## config.mk

```make
export PLATFORM = sky130hd
export DESIGN_NAME = debug_console
export DESIGN_NICKNAME = d
export VERILOG_FILES = /design/src/rtl/debug_console.sv
export SDC_FILE = /design/constraint.sdc
export NUM_CORES = 1
export LEC_CHECK = 0
export ABC_AREA = 1
export BUFFER_PORTS_ARGS = -buffer_cell sky130_fd_sc_hd__buf_2
export CAP_MARGIN = 0
export CORE_AREA = 2 2 255 257
export DETAILED_ROUTE_END_ITERATION = 10
export DIE_AREA = 0 0 257 259
export GPL_TIMING_DRIVEN = 0
export PLACE_DENSITY = 0.54
export SYNTH_ARGS = -nofsm -noshare
export SYNTH_HDL_FRONTEND = slang
export SYNTH_SLANG_ARGS = --single-unit
```

## constraint.sdc

```tcl
create_clock -name clk -period 2.47 [get_ports clk]
set_clock_uncertainty 0.1 [all_clocks]
set_input_delay 0.3705 -clock clk [delete_from_list [all_inputs] [get_ports clk]]
set_output_delay 0.3705 -clock clk [all_outputs]
set_load 0.01 [all_outputs]
```

## src/rtl/debug_console.sv

```systemverilog
// rtl/debug_console.sv - board debug front end: button debounce, CPU step enable, register/page select
module debug_console #(
   parameter int NUM_BTN         = 4,
   parameter int DEBOUNCE_CYCLES = 500000,
   parameter int REG_IDX_W       = 5,
   parameter int PAGE_W          = 2,
   parameter int RUN_DIV         = 25000000
) (
   input  logic                          clk,
   input  logic                          reset,
   input  logic [NUM_BTN-1:0]            btn_raw,
   input  logic                          mode_run,
   input  logic [128*(2**PAGE_W)-1:0]    page_data,
   output logic [NUM_BTN-1:0]            btn_level,
   output logic [NUM_BTN-1:0]            btn_edge,
   output logic                          cpu_clk_en,
   output logic [REG_IDX_W-1:0]          reg_idx,
   output logic [PAGE_W-1:0]             page,
   output logic [127:0]                  disp_num,
   output logic                          disp_update
);

   localparam int DB_W  = $clog2(DEBOUNCE_CYCLES);
   localparam int DIV_W = $clog2(RUN_DIV);
   localparam logic [DB_W-1:0]  DB_LAST  = DB_W'(DEBOUNCE_CYCLES - 1);
   localparam logic [DIV_W-1:0] DIV_LAST = DIV_W'(RUN_DIV - 1);

   logic [NUM_BTN-1:0] btn_s1;
   logic [NUM_BTN-1:0] btn_s2;
   logic [NUM_BTN-1:0] level_d;
   logic [DB_W-1:0]    db_cnt [NUM_BTN];
   logic               mode_s1;
   logic               mode_s2;
   logic [DIV_W-1:0]   div_cnt;
   logic               primed;
   logic [127:0]       page_slice;

   always_ff @(posedge clk) begin
      if (reset) begin
         btn_s1    <= '0;
         btn_s2    <= '0;
         btn_level <= '0;
         level_d   <= '0;
         btn_edge  <= '0;
         for (int i = 0; i < NUM_BTN; i++) db_cnt[i] <= '0;
      end else begin
         btn_s1   <= btn_raw;
         btn_s2   <= btn_s1;
         level_d  <= btn_level;
         btn_edge <= btn_level & ~level_d;
         // any sample agreeing with the accepted level restarts the window
         for (int i = 0; i < NUM_BTN; i++) begin
            if (btn_s2[i] == btn_level[i]) begin
               db_cnt[i] <= '0;
            end else if (db_cnt[i] == DB_LAST) begin
               db_cnt[i]    <= '0;
               btn_level[i] <= ~btn_level[i];
            end else begin
               db_cnt[i] <= db_cnt[i] + DB_W'(1);
            end
         end
      end
   end

   // a mode change is caught one stage early so the divider restarts in step with the synced mode
   always_ff @(posedge clk) begin
      if (reset) begin
         mode_s1    <= 1'b0;
         mode_s2    <= 1'b0;
         div_cnt    <= '0;
         cpu_clk_en <= 1'b0;
      end else begin
         mode_s1 <= mode_run;
         mode_s2 <= mode_s1;
         if (mode_s1 != mode_s2) begin
            div_cnt    <= '0;
            cpu_clk_en <= 1'b0;
         end else if (mode_s2) begin
            if (div_cnt == DIV_LAST) begin
               div_cnt    <= '0;
               cpu_clk_en <= 1'b1;
            end else begin
               div_cnt    <= div_cnt + DIV_W'(1);
               cpu_clk_en <= 1'b0;
            end
         end else begin
            div_cnt    <= '0;
            cpu_clk_en <= btn_edge[0];
         end
      end
   end

   always_ff @(posedge clk) begin
      if (reset) begin
         reg_idx <= '0;
         page    <= '0;
      end else begin
         if (btn_edge[1] && !btn_edge[2]) begin
            reg_idx <= reg_idx + REG_IDX_W'(1);
         end else if (btn_edge[2] && !btn_edge[1]) begin
            reg_idx <= reg_idx - REG_IDX_W'(1);
         end
         if (btn_edge[3]) page <= page + PAGE_W'(1);
      end
   end

   assign page_slice = page_data[{page, 7'd0} +: 128];

   // primed masks the strobe for the load that follows reset release
   always_ff @(posedge clk) begin
      if (reset) begin
         disp_num    <= '0;
         disp_update <= 1'b0;
         primed      <= 1'b0;
      end else begin
         primed      <= 1'b1;
         disp_num    <= page_slice;
         disp_update <= primed && (page_slice != disp_num);
      end
   end

endmodule

```

# == Word-level counts from Yosys, hierarchy flattened ==
# Memory sizes are Yosys's and may differ from the RTL's.
# Cells that the tools add are included.
# totals
register_bits,185
ram_bits,76
input_bits,519
output_inout_bits,145
word_cells,136
mem_count,1
# classes
n_addsub,8
n_eq_ne,11
shift,1
mux,63
bitwise_logic,23
n_reduce_logical,12
# memory_table
name,words,width,rd,rd_clocked_by_memory_dff,wr,line_no,text
db_cnt,4,19,4,0,4,31,logic [DB_W-1:0] db_cnt [NUM_BTN];
# op_table
op,count
$shiftx 512x10->128,1
$mux 19,12
$ne 128x128->1,1
$add 19x1->19 const B,4
$eq 19x19->1 const B,4
$mux 1,49
$add 25x1->25 const B,1
$eq 25x25->1 const B,1
$or 1x1->1,12
$mux 5,2
$not 1->1,9
$reduce_and 2->1,4
$add 5x1->5 const B,1
$sub 5x1->5 const B,1
$and 4x4->4,1
$eq 1x1->1,4
$not 4->4,1
$reduce_or 4->1,1
$logic_and 1x1->1,3
$add 2x1->2 const B,1
$logic_not 1->1,2
$reduce_bool 2->1,1
$reduce_or 2->1,1
$ne 1x1->1,1

# == Logic depth before layout (Yosys ltp) ==
# Gate-level depths: netlist (run 1).
# logic_depth
depth_word,7
mapped_depth,17
depth_no_buf,14

# == Least setup slack after synthesis (run 1) ==
# OpenSTA, ideal clock, no wires.
# synth_path
kind,register -> register
from,mem db_cnt[1][0] in the netlist's numbering
to,"mem db_cnt[1][18] in the netlist's numbering, data pin"
setup_ps,257
t_arrival_ps,1593
required_ps,2113
path_slack_ps,521
path_stages_with_launch,11
n_path_buf,0
period_less_slack_ps,1949
cell_sequence,edfxtp_1 -> ha_1 -> nand2_1 -> inv_1 -> nand2_1 -> nor3_4 -> nand4_1 -> nor3_2 -> nand3_1 -> o21ai_1 -> a21oi_1
# synth_lines
element,line_no
from (decl),31

# == Worst setup path in the final report (run 1) ==
# layout_path
from,reg page[0]
to,reg disp_update
# layout_between
elab_chain_len,3
# layout_rtl
element,line_no,text
from (decl),18,"output logic [PAGE_W-1:0] page,"
from (signal assigned),103,if (btn_edge[3]) page <= page + PAGE_W'(1);
$shiftx 512x10->128,107,"assign page_slice = page_data[{page, 7'd0} +: 128];"
$ne 128x128->1,118,disp_update <= primed && (page_slice != disp_num);
$logic_and 1x1->1,118,
to (signal assigned),118,
to (decl),20,output logic disp_update
# No other way between the ends.
# A chain may end at the register's enable or synchronous reset.

==> impl_metrics.tcl, run 1 <==
set metrics [dict create \
    rows 93 \
    grt_usage 0.288 \
    async_flop_share 0 \
    pwr-share-seq 0.410 \
    fp.dieW_um 257 \
    dr.pass1.iters 6 \
    fin_util 0.357 \
    syn_avg_cell_area_um2 6.27 \
    hp-class "in2reg" \
    syn_area_um2 16200 \
    dp_hpwl_um 82500 \
    whs_ns 0.0899 \
    yosys_warnings 0 \
    ys_types 39 \
    cap_violations 0 \
    fp.dieH_um 259 \
    status "finished clean" \
    crit_arrival_ns 2.71 \
    fin_ws_ns 0.0991 \
    grt_pass1_wl_um 135000 \
    comb_power_share 0.147 \
    clkSlewWorstSetupHoldPaths_ns 0.06 \
    p_clk_frac 0.443 \
    synthToLayoutAreaGrowth_pct 40.9 \
    clk_latency_ns 0.55 \
    io_buffers 662 \
    cp_slowest_stage_delay_ns 0.34 \
    routedWlPerCell_um 23.3 \
    yosysTopAreaCellShare 0.236 \
    routabilityCongestion 1.01 \
    synthCells 2585 \
    synth_top_family_by_area "simple AND/OR/NAND/NOR gates" \
    slew_violations 0 \
    io_pins 664 \
    yosys-top-cells-area "nand2_1, dfxtp_1, edfxtp_1" \
    vias_per_cell 4.75 \
    p_switching_w 0.00336 \
    rrSetupSlack_ns 0.1 \
    clock_sinks 261 \
    setup_violations 0 \
    grt_start_max_net_pins 14 \
    cts_buffers 34 \
    synth.area.mux_share 0 \
    cp_slowest_cell "dfxtp_2" \
    synth_most_common_cell "nand2_1" \
    ys_seq_area_frac 0.369 \
    ys.flop_type "dfxtp_1" \
    drc_errors 0 \
    synth_top_cell_by_area "nand2_1" \
    grt_pass1_vias 18800 \
    yosys-top-cells-count "nand2_1, nand3_1, nor2_1" \
    overflow 0 \
    path_max_fanout 10 \
    crit_path_start_kind "flip-flop" \
    post-route-period-util 0.960 \
    final.fill_count 7155 \
    wirelength_um 99700 \
    initial_core_util 0.254 \
    antenna_found_initial 58 \
    synthAdderAreaFrac 0.00819 \
    synth_edf_count 76 \
    nets 3901 \
    maxSlewHeadroom 0.0686 \
    cts_tree "built" \
    hold_viol_final 0 \
    ant_nets 0 \
    intPower_w 0.00817 \
    fmax_mhz 422 \
    cts_root_buffer "clkbuf_16" \
    drtIter0Drc 2048 \
    core_um2 63900 \
    synthXorXnorAreaFrac 0.0119 \
    path_cells "buf_12 -> inv_12 -> buf_12 -> buf_4 -> nand2_1 -> nand3_2 -> nand2_1 -> nand2_1 -> nand2_1 -> nand2_1 -> nor2_2 -> nand2_1 -> nor2_2 -> nand2_2 -> nor2_1 -> a21oi_1" \
    vias 20400 \
    h-tree-depth 2 \
    path_common_cell "nand2_1" \
    pre_cts_slack_ns -0.714 \
    tightest_slew_ns 1.40 \
    min_period_ns 2.37 \
    switching_share 0.291 \
    drive_gt1_frac 0.265 \
    ys_ff_latch 261 \
    powerDensity_nw_per_um2 505 \
    yosys.area_share.simple 0.480 \
    dieArea_um2 66600 \
    peakVddDrop_mv 0.326 \
    synth-compound-area-share 0.0393 \
    leakagePower_nw 11.6 \
    clockBufferDepth 3 \
    critPathRequiredTime_ns 2.81 \
    cp-end-kind "flip-flop" \
    crit_type "reg2reg" \
]
==> cells in the final DEF (no fill, tap or decap), drive strengths merged, types with 13 or more instances in the layout <==
cell / n
o21ai: 41
nand3b: 39
conb: 76
nor3: 48
nand3: 401
clkbuf: 85
buf: 743
diode: 30
nand2: 1018
dfxtp: 185
inv: 230
nor2: 281
a21oi: 61
edfxtp: 76
nand4: 22
xor2: 13
==> per-stage QoR <==
step | power (W) | setup TNS [ns] | instance area (um^2) | std cells
final | 0.0115 | 0 | 22800 | 4283
after global routing | 0.0120 | -0.00375 | 22800 | 4268
after CTS | 0.0116 | 0 | 22300 | 4245
after detailed placement | 0.00644 | -31.95 | 20900 | 4178
after global placement | 0.00643 | -54.97 | 20900 | 4177
after floorplan | 0.00547 | 0 | 16500 | 2660
==> power groups by stage <==
stage	registers, W	logic, W	clock network, W
3_3_place_gp	0.00480	0.00163	0
3_5_place_dp	0.00481	0.00163	0
6_report	0.00472	0.00170	0.00511
2_1_floorplan	0.00484	0.000630	0
5_1_grt	0.00474	0.00184	0.00542
4_1_cts	0.00472	0.00166	0.00523
==> flip-flops by register name, indices dropped and copies added, names as in the netlist <==
signal,cells
db_cnt,76
reg_idx,5
btn_level,4
primed,1
btn_edge,4
div_cnt,25
mode_s1,1
page,2
disp_num,128
disp_update,1
btn_s1,4
mode_s2,1
btn_s2,4
cpu_clk_en,1
level_d,4
==> final timing paths <==
path / cells past startpoint / startpoint / end
hold reg to reg: 1 / level_d[0]$_SDFF_PP0_ / btn_edge[0]$_SDFF_PP0_
setup reg to reg: 16 / page[0]$_SDFFE_PP0P_ / disp_update$_SDFF_PP0_
setup / recovery: 16 / page[0]$_SDFFE_PP0P_ / disp_update$_SDFF_PP0_
hold / removal: 5 / page_data[345] / disp_num[89]$_SDFF_PP0_
==> cells by family after synthesis <==
logic type      after synthesis
buf+inv                     339
fa+ha+maj                    10
simple gates               1833
xor+xnor                     22
compound gates              119
other cells                   1
flops                       261
==> critical path: cells and delay by family, from the launching register on <==
family	cells	cell delay, ns
AND/OR/NAND/NOR	11	1.15
AO/OA/AOI/OAI	1	0.07
flip-flops	1	0.34
buffers and inverters	4	0.56
==> metal layers <==
metal | GRT usage | vias up | wire [um]
li1 | - | 9825 | -
met1 | 0.370 | 9300 | 40700
met2 | 0.471 | 1007 | 44800
met3 | 0.0471 | 222 | 8600
met4 | 0.136 | 2 | 5530
met5 | 0 | - | 13
==> what timing repair did <==
item | in CTS | in global routing
gates resized for setup | 80 | 106
cloned | 0 | 2
hold buffers | 5 | 0
endpoints found under the setup margin | 1 | 38
endpoints found under the hold margin | 5 | 0
setup buffers | 0 | 7
pin swaps | 3 | 19
==> final cells by class <==
class | count | area (um^2) | area share
Inverter | 229 | 875 | 0.0383
Clock buffer | 47 | 973 | 0.0426
Tap cell | 855 | 1070 | 0.0468
Sequential cell | 261 | 5990 | 0.262
Antenna cell | 30 | 75.1 | 0.00329
Buffer | 109 | 926 | 0.0405
Timing Repair Buffer | 677 | 3490 | 0.153
Multi-Input combinational cell | 2060 | 9280 | 0.406
Clock inverter | 15 | 158 | 0.00690
Power figures use the tool's default switching activity.
==> inputs of run 2 (changes only) <==
==> config.mk (replaced) <==
export PLATFORM = sky130hd
export DESIGN_NAME = debug_console
export DESIGN_NICKNAME = d
export VERILOG_FILES = /design/src/rtl/debug_console.sv
export SDC_FILE = /design/constraint.sdc
export NUM_CORES = 1
export LEC_CHECK = 0
export BUFFER_PORTS_ARGS = -buffer_cell sky130_fd_sc_hd__buf_2
export CAP_MARGIN = 0
export CORE_AREA = 2 2 257 259
export DETAILED_ROUTE_END_ITERATION = 10
export DIE_AREA = 0 0 259 261
export GPL_TIMING_DRIVEN = 0
export PLACE_DENSITY = 0.49
export SYNTH_ARGS = -nofsm -noshare
export SYNTH_HDL_FRONTEND = slang
export SYNTH_SLANG_ARGS = --single-unit
==> impl_metrics.tcl, run 2 <==
set metrics [dict create \
    cts_root_buffer "clkbuf_16" \
    yosys-top-cells-area "dfxtp_1, mux4_2, edfxtp_1" \
    syn_area_um2 14000 \
    final.fill_count 6781 \
    powerDensity_nw_per_um2 549 \
    clk_latency_ns 0.56 \
    vias_per_cell 4.54 \
    top_regs "disp_num (128), db_cnt (76), div_cnt (25)" \
    cp-end-kind "flip-flop" \
    rsz0062_at_grt "true" \
    core_um2 65000 \
    clkSlewWorstSetupHoldPaths_ns 0.06 \
    grt_pass1_wl_um 100000 \
    clockBufferDepth 3 \
    grt_usage 0.217 \
    failed_checks "setup timing" \
    fin_ws_ns -0.798 \
    yosysTopAreaCellShare 0.264 \
    ant_nets 0 \
    synthCells 1199 \
    leakagePower_nw 8.31 \
    path_max_fanout 5 \
    p_total_w 0.0112 \
    fp.dieH_um 261 \
    routabilityCongestion 0.993 \
    setup_violations 1 \
    grt_pass1_vias 13200 \
    drc_errors 0 \
    clock_sinks 261 \
    largest_reg_flops 128 \
    yosys-top-cells-count "dfxtp_1, xnor2_1, nor2_1" \
    drtIter0Drc 924 \
    maxSlewHeadroom 0.0931 \
    antenna_found_initial 47 \
    io_buffers 663 \
    synth_most_common_cell "dfxtp_1" \
    cap_violations 0 \
    grt_start_max_net_pins 13 \
    slew_violations 0 \
    dr.pass1.iters 5 \
    syn_avg_cell_area_um2 11.7 \
    ys_types 38 \
    initial_core_util 0.216 \
    synth_edf_count 76 \
    multiInputGateArea_um2 8210 \
    pre_cts_slack_ns -2.46 \
    peakVddDrop_mv 0.392 \
    largest_register "disp_num" \
    seqCellArea_um2 5990 \
    yosys_warnings 0 \
    whs_ns 0.0467 \
    tightest_slew_ns 1.36 \
    min_period_ns 3.27 \
    async_flop_share 0 \
    fin_util 0.313 \
    final_common_cell "buf_2" \
    hold_viol_final 0 \
    cts_tree "built" \
    ys_ff_latch 261 \
    fmax_mhz 306 \
    ys.flop_type "dfxtp_1" \
    rows 94 \
    ys_seq_area_frac 0.426 \
    crit_path_start_kind "flip-flop" \
    wirelength_um 76400 \
    final_cell_mix "buf_2, dfxtp_1, xnor2_1, nor2_1, and2_1" \
    status "finished, violations left" \
    hp-class "in2reg" \
    critPathRequiredTime_ns 2.79 \
    overflow 0 \
    synth_top_cell_by_area "dfxtp_1" \
    crit_arrival_ns 3.59 \
    h-tree-depth 2 \
    post-route-period-util 1.32 \
    io_pins 664 \
    dieArea_um2 67600 \
    drive_gt1_frac 0.457 \
    synthToLayoutAreaGrowth_pct 45.1 \
    crit_type "reg2reg" \
    nets 2516 \
    fp.dieW_um 259 \
    cts_buffers 34 \
    dp_hpwl_um 63900 \
    routedWlPerCell_um 26.5 \
    vias 13100 \
]
run 2: cell types whose count changed in the layout (fill, tap and decap cells not counted), sizes merged, moves of 39 or more:
cell and change:
inv -215, xnor2 +154, and2 +131, nor3 -39, buf -45, mux4 +128
a21oi -54, xor2 +51, nand3 -359, nand2 -984, nor2 -145
run 2: cell families (layout without fill, tap and decap cells):
family,count (synthesis),after routing,share of synthesized area
simple gates,483,483,0.184
mux,132,132,0.208
flops,261,261,0.426
fa+ha+maj,10,10,0.00945
xor+xnor,227,227,0.142
compound gates,13,13,0.00535
buf+inv,72,810,0.0248
other cells,1,83,0.000267
run 2: timing repair:
item / 4_1_cts / 5_1_grt
buffers inserted: 11 / 0
pin swaps: 14 / 4
endpoints found under the setup margin: 160 / 60
endpoints found under the hold margin: 5 / 0
gates cloned: 2 / 0
gates resized for setup: 81 / 13
hold buffers: 5 / 0
run 2: critical path, cell delays in order, from the launching register on:
cell and delay [ns]:
dfxtp_4 0.37, buf_8 0.14, buf_12 0.15, buf_12 0.11
mux4_2 0.52, xnor2_2 0.17, nand4_1 0.43, nor4_4 0.65
nand4_1 0.22, o211a_1 0.25
run 2: worst paths after layout:
check                         from                     end  slack, ns  depth (start not counted)
min reg2reg  level_d[2]$_SDFF_PP0_  btn_edge[2]$_SDFF_PP0_       0.28                          1
max reg2reg   page[0]$_SDFFE_PP0P_  disp_update$_SDFF_PP0_      -0.80                          9
max           page[0]$_SDFFE_PP0P_  disp_update$_SDFF_PP0_      -0.80                          9
min                       mode_run      mode_s1$_SDFF_PP0_       0.05                          2
run 2: final cells by class:
type,instances,share of cell area
Multi-Input combinational cell,941,0.403
Tap cell,864,0.0531
Clock buffer,43,0.0449
Clock inverter,18,0.00737
Antenna cell,7,0.000860
Inverter,13,0.00240
Timing Repair Buffer,681,0.172
Buffer,55,0.0219
Sequential cell,261,0.294
run 2: stage by stage:
step	setup TNS (ns)	instance area [um^2]	cells
global route	-0.845	20400	2877
finish	-0.798	20400	2883
floorplan	0	14300	1274
global placement	-50.62	18700	2801
detailed placement	-45.49	18700	2801
CTS	-0.765	20300	2878
run 2: power by group:
part	switching [W]	total, W	internal [W]	leakage, nW
logic	0.000781	0.00156	0.000777	5.47
registers	0.000154	0.00474	0.00458	2.31
clock network	0.00212	0.00488	0.00276	0.534
run 2: routing by layer:
| layer | vias to the layer above | GRT usage | part of all wire |
|---|---|---|---|
| li1 | 5840 | - | - |
| met1 | 6362 | 0.269 | 0.40 |
| met2 | 706 | 0.368 | 0.48 |
| met3 | 152 | 0.0589 | 0.091 |
| met4 | 24 | 0.0633 | 0.029 |
| met5 | - | 0 | 0.0017 |
